File: src/rtl/edge_pkg.sv
// Shared constants for the packed 1-bit edge bitmap: word width, bit order and pixel polarity.
// The Sobel-side packer imports the same package, so both ends agree on the bitmap format.
package edge_pkg;

    localparam int WORD_W = 16;
    localparam int RGB_W  = 16;

    localparam logic [RGB_W-1:0] ONE_COLOR  = 16'hFFFF;
    localparam logic [RGB_W-1:0] ZERO_COLOR = 16'h0000;

    typedef enum logic [1:0] {
        FETCH_IDLE,
        FETCH_PENDING,
        FETCH_FULL
    } fetch_state_e;

    function automatic logic [RGB_W-1:0] pick_color(
        input logic             b,
        input logic [RGB_W-1:0] one_c,
        input logic [RGB_W-1:0] zero_c
    );
        return b ? one_c : zero_c;
    endfunction

endpackage

File: src/rtl/edge_bitmap_unpack.sv
// Expands packed edge-bitmap words from the SDRAM read FIFO into one RGB565 pixel per request,
// MSB first, with a one-word prefetch so word boundaries cost no bubble.
module edge_bitmap_unpack #(
    parameter int                          WORD_W     = edge_pkg::WORD_W,
    parameter logic [edge_pkg::RGB_W-1:0]  ONE_COLOR  = edge_pkg::ONE_COLOR,
    parameter logic [edge_pkg::RGB_W-1:0]  ZERO_COLOR = edge_pkg::ZERO_COLOR
) (
    input  logic                          sys_clk,
    input  logic                          sys_rst,
    input  logic                          frame_start,
    input  logic                          fifo_empty,
    output logic                          fifo_rd_en,
    input  logic [WORD_W-1:0]             fifo_rd_data,
    input  logic                          pix_req,
    output logic [edge_pkg::RGB_W-1:0]    pix_data,
    output logic                          pix_valid,
    output logic                          underflow
);
    import edge_pkg::*;

    localparam int               CNT_W      = $clog2(WORD_W + 1);
    localparam logic [CNT_W-1:0] CNT_RELOAD = CNT_W'(WORD_W - 1);

    logic [WORD_W-1:0] cur_word_reg;
    logic [WORD_W-1:0] nxt_word_reg;
    logic [CNT_W-1:0]  cur_cnt_reg;
    logic              nxt_valid_reg;
    logic              rd_pending_reg;
    logic              drop_reg;
    fetch_state_e      fetch_state;

    // Fetch control: a full prefetch slot wins over a pop still in flight.
    always_comb begin
        fetch_state = FETCH_IDLE;
        if (nxt_valid_reg) begin
            fetch_state = FETCH_FULL;
        end else if (rd_pending_reg) begin
            fetch_state = FETCH_PENDING;
        end
    end

    assign fifo_rd_en = !sys_rst && (fetch_state == FETCH_IDLE) && !fifo_empty && !frame_start;

    always_ff @(posedge sys_clk) begin
        if (sys_rst) begin
            cur_word_reg   <= '0;
            nxt_word_reg   <= '0;
            cur_cnt_reg    <= '0;
            nxt_valid_reg  <= 1'b0;
            rd_pending_reg <= 1'b0;
            drop_reg       <= 1'b0;
            pix_data       <= '0;
            pix_valid      <= 1'b0;
            underflow      <= 1'b0;
        end else begin
            rd_pending_reg <= fifo_rd_en;
            drop_reg       <= frame_start && rd_pending_reg;
            pix_valid      <= pix_req && !frame_start;

            if (frame_start) begin
                cur_cnt_reg   <= '0;
                nxt_valid_reg <= 1'b0;
                underflow     <= 1'b0;
            end else begin
                // A landing word only fills the prefetch slot; it is never emitted the same cycle.
                if (rd_pending_reg && !drop_reg) begin
                    nxt_word_reg  <= fifo_rd_data;
                    nxt_valid_reg <= 1'b1;
                end

                if (pix_req) begin
                    if (cur_cnt_reg != '0) begin
                        pix_data     <= pick_color(cur_word_reg[WORD_W-1], ONE_COLOR, ZERO_COLOR);
                        cur_word_reg <= cur_word_reg << 1;
                        cur_cnt_reg  <= cur_cnt_reg - CNT_W'(1);
                    end else if (nxt_valid_reg) begin
                        pix_data      <= pick_color(nxt_word_reg[WORD_W-1], ONE_COLOR, ZERO_COLOR);
                        cur_word_reg  <= nxt_word_reg << 1;
                        cur_cnt_reg   <= CNT_RELOAD;
                        nxt_valid_reg <= 1'b0;
                    end else begin
                        pix_data  <= ONE_COLOR;
                        underflow <= 1'b1;
                    end
                end
            end
        end
    end

endmodule
File: config.mk
export PLATFORM = sky130hd
export DESIGN_NAME = edge_bitmap_unpack
export DESIGN_NICKNAME = d
export VERILOG_FILES = /design/src/rtl/edge_pkg.sv /design/src/rtl/edge_bitmap_unpack.sv
export SDC_FILE = /design/constraint.sdc
export NUM_CORES = 1
export LEC_CHECK = 0
export BUFFER_PORTS_ARGS = -buffer_cell sky130_fd_sc_hd__buf_2
export CORE_UTILIZATION = 30
export DETAILED_ROUTE_END_ITERATION = 8
export GPL_TIMING_DRIVEN = 0
export PLACE_DENSITY = 0.48
export SETUP_SLACK_MARGIN = 0.02
export SYNTH_ARGS = -nofsm -noshare
export SYNTH_HDL_FRONTEND = slang
export SYNTH_SLANG_ARGS = --single-unit
File: constraint.sdc
create_clock -name sys_clk -period 3.75 [get_ports sys_clk]
set_clock_uncertainty 0.1 [all_clocks]
set_input_delay 0.5625 -clock sys_clk [delete_from_list [all_inputs] [get_ports sys_clk]]
set_output_delay 0.5625 -clock sys_clk [all_outputs]
set_load 0.005 [all_outputs]
==> results.txt <==
* Run status: complete, no violations
- Area of the core region: 0.006756 mm2
- Among all flip-flop cells after synthesis, the most frequent one is sky130_fd_sc_hd__dfxtp_1.
* Clock transition at the register clock pins on the worst setup and hold paths after CTS: 90 ps
* Internal cell power: 0.0006494 W
- Cell seen most often among critical-path stages: sky130_fd_sc_hd__buf_2
- The synthesized netlist contains 39 unique library cells.
- Based on the critical path, the design can be clocked at up to 448.7 MHz.
* Fraction of the core area covered by cells at the end of the flow: 36.57%
- Global routing used 14.13% of the available tracks across all layers.
- Fin crit period: 2229 ps
* Synthesized area per cell: 8.639 um2
- Number of standard cells after synthesis: 242
* Part of the total power dissipated in sequential elements: 52.1%
- Summed over all cells, the static leakage comes to 0.9213 nW.
* Die X-Extent: 85.48 um
- Full die area: 0.007307 mm2
* Fraction of power spent switching nets: 27.32%
- Clock Path Buffers: 2
- Of the cells placed in the final design, the portion with a size suffix greater than 1 is 30.90%.
- Number of synthesized flops with an enable pin: 0
- Overall routed net length: 4.766 mm
- Cell chosen for the clock root: sky130_fd_sc_hd__clkbuf_8
* Final number of hold-violating endpoints: 0
* Drt via density: 4.810
* Final setup violation count: 0
- In the detailed route, the total length drawn on met2 is 2.068 mm.
* Number of violations reported at the end of detailed-routing iteration 0: 107
- The library cell used most frequently in the layout, excluding fill and tap cells, is sky130_fd_sc_hd__buf_2.
* Number of levels in the clock H-tree: 2
- Number of buffers created by CTS: 5
* DR WL met3: 163 um
* Maximum net fanout on the critical path: 8
- STA classifies the critical path endpoint as an output port.
- Antenna violations before repair: 0
- Post-CTS timing repair inserted 0 buffers for setup.
- In this run the tightest slew margin relative to its limit is 51.66%.
- Netlist Area Pre-Place: 0.002091 mm2
- Once the floorplan was initialized, standard cells occupied 30.94% of the core.
- Met1 Routed Length: 2.484 mm
* CTS tree: done
* Antenna cells: 0
- At the worst endpoint, the required time is 3090 ps.
- Setup repair after global routing left no endpoint under its margin.
- Sequential-to-total area share from yosys stat: 40.22%
- DRC violations left: 0
- The count of nets left with antenna violations once routing finished came out at 0.
- In the synthesized netlist the async set-or-reset flop fraction comes to 0%.
- Max-cap viol count: 0
* Wire length of the first global-routing pass: 8.121 mm
* Critical path type: primary input to output port
- The slowest stage of the critical path is the sky130_fd_sc_hd__or2_2 cell.
* Number of I/O pins: 40
* Number of placement rows: 30
- Portion of total power attributed to the clock network: 33.3%
- At the pin with the least slew margin, the transition time is 725.2 ps.
* Commonest cells after routing, fill and taps aside: 43 x sky130_fd_sc_hd__buf_2, 42 x sky130_fd_sc_hd__dfxtp_1, 35 x sky130_fd_sc_hd__nand2_1
- Number of hold buffers added after CTS: 0
* NetSw: 0.0002441 W
* Routed length per placed instance: 12.95 um
- At the end of routability-driven placement, the weighted congestion stood at 0.7197.
- After clock tree synthesis, the repair step resized 0 gates.
- Counting flops and latches in the post-synthesis netlist gives 42.
- Pins over their slew limit: 0
- Detailed placement finished with a half-perimeter wire length of 3.487 mm.
- Once layout is done, the placed cells without fillers occupy 0.002471 mm2.
* Setup Total Neg Slack: 0 ps
- At the worst endpoint, the arrival time is 1570 ps.
* Top Metal Used: met4
- Number of flip-flops under the largest register name: 16
- Critical path cell sequence: buf_2, or2_2, clkbuf_1, nor4_1, buf_2
* Largest net degree at the start of global routing: 18
- Synth-to-Final Area Change: 18.19%
* Final nets: 309
- Combinational power share: 14.5%
* Number of buffer cells added on primary ports: 38
- Die Y-Extent: 85.48 um
- The placed instances occupy a cell area of 0.002381 mm2.
- STA classifies the critical path startpoint as a primary input.
- At the later pin of the worst-skew pair, clock insertion delay measures 300 ps.
- Vias in the first global route: 1659
* Total via count in the routed design: 1770
- The worst-case IR drop observed on VDD is 0.0001987 V.
* Total iterations of the first detailed-routing run: 4
- Largest delay contributor family on the critical path: buffers and inverters
- In this design, the stage delay of the slowest critical-path cell is 300 ps.
- Min-delay worst type: primary input to flop
* Number of sinks driven by the clock tree: 42
- For this run, the number of Yosys warnings is 0.
- P per Cell Area: 361.6 mW/mm2
- Dividing the final minimum period by the clock period gives 59.44%.
* Net count of the mapped netlist: 264
- Global routing finished with a remaining overflow of 0.
* Number of buffer and inverter stages on the critical path: 3
==> stage by stage <==
step	hold slack [ps]	total power, W	worst slack [ps]	cells
finish	327.7	0.0008935	1521	368
global route	327.8	0.0009344	1451	368
CTS	318.0	0.0009067	1491	368
detailed placement	345.4	0.0006070	1496	360
global placement	339.4	0.0006072	1501	360
floorplan	331.2	0.0005616	1877	242
==> power by group through the flow <==
stage                     logic (W)  registers, W  clock network, W
after global routing       0.000144      0.000468          0.000322
final                      0.000130      0.000466          0.000298
after CTS                  0.000131      0.000466          0.000310
after detailed placement   0.000130      0.000477                 0
after global placement     0.000131      0.000476                 0
after floorplan           0.0000874      0.000474                 0
==> cell usage after synthesis (2+ instances only) <==
cell | number | share of area [%]
sky130_fd_sc_hd__inv_1 | 6 | 1.1
sky130_fd_sc_hd__buf_6 | 2 | 1.1
sky130_fd_sc_hd__nand2b_1 | 8 | 2.4
sky130_fd_sc_hd__a31oi_1 | 2 | 0.60
sky130_fd_sc_hd__dfxtp_1 | 42 | 40
sky130_fd_sc_hd__nand2_1 | 35 | 6.3
sky130_fd_sc_hd__a21oi_1 | 22 | 5.3
sky130_fd_sc_hd__a2111oi_2 | 10 | 7.2
sky130_fd_sc_hd__buf_2 | 5 | 1.2
sky130_fd_sc_hd__nor3_1 | 14 | 3.4
sky130_fd_sc_hd__nor2b_1 | 2 | 0.60
sky130_fd_sc_hd__clkbuf_1 | 9 | 1.6
sky130_fd_sc_hd__o22ai_1 | 14 | 4.2
sky130_fd_sc_hd__nor2_1 | 20 | 3.6
sky130_fd_sc_hd__a2111oi_0 | 3 | 1.3
sky130_fd_sc_hd__or2b_1 | 6 | 2.2
sky130_fd_sc_hd__buf_4 | 18 | 6.5
sky130_fd_sc_hd__o41ai_1 | 2 | 0.84
sky130_fd_sc_hd__nor4_1 | 2 | 0.60
==> kinds of logic after synthesis <==
logic type / Yosys count / share of synthesized area [%]
buf+inv: 40 / 11.43
compound gates: 61 / 23.64
simple gates: 98 / 24.12
flops: 42 / 40.22
fa+ha+maj: 1 / 0.5983
==> path summary, 6_finish.rpt <==
path                         from          endpoint  slack [ps]  depth (start not counted)
hold reg to reg   nxt_word_reg[7]   nxt_word_reg[7]         360                          2
setup reg to reg   cur_cnt_reg[0]  cur_word_reg[15]        1840                          6
setup / recovery          sys_rst        fifo_rd_en        1520                          5
hold / removal         fifo_empty    rd_pending_reg         330                          2
==> final cells by class <==
cell class	instances	area [um2]
buffer	34	216.5
clock buffer	5	68.82
clock inverter	3	21.27
fill	707	4285
inverter	6	22.52
multi-input combinational	160	1011
sequential	42	840.8
tap	80	100.1
timing repair buffer	38	190.2
==> metal layers <==
layer | vias up | global-route usage [%]
met1 | 795 | 18.74
met4 | 0 | 4.545
met2 | 40 | 22.47
li1 | 931 | -
met5 | - | 0
met3 | 4 | 3.599
No activity file was read; power rests on OpenSTA's default activity.
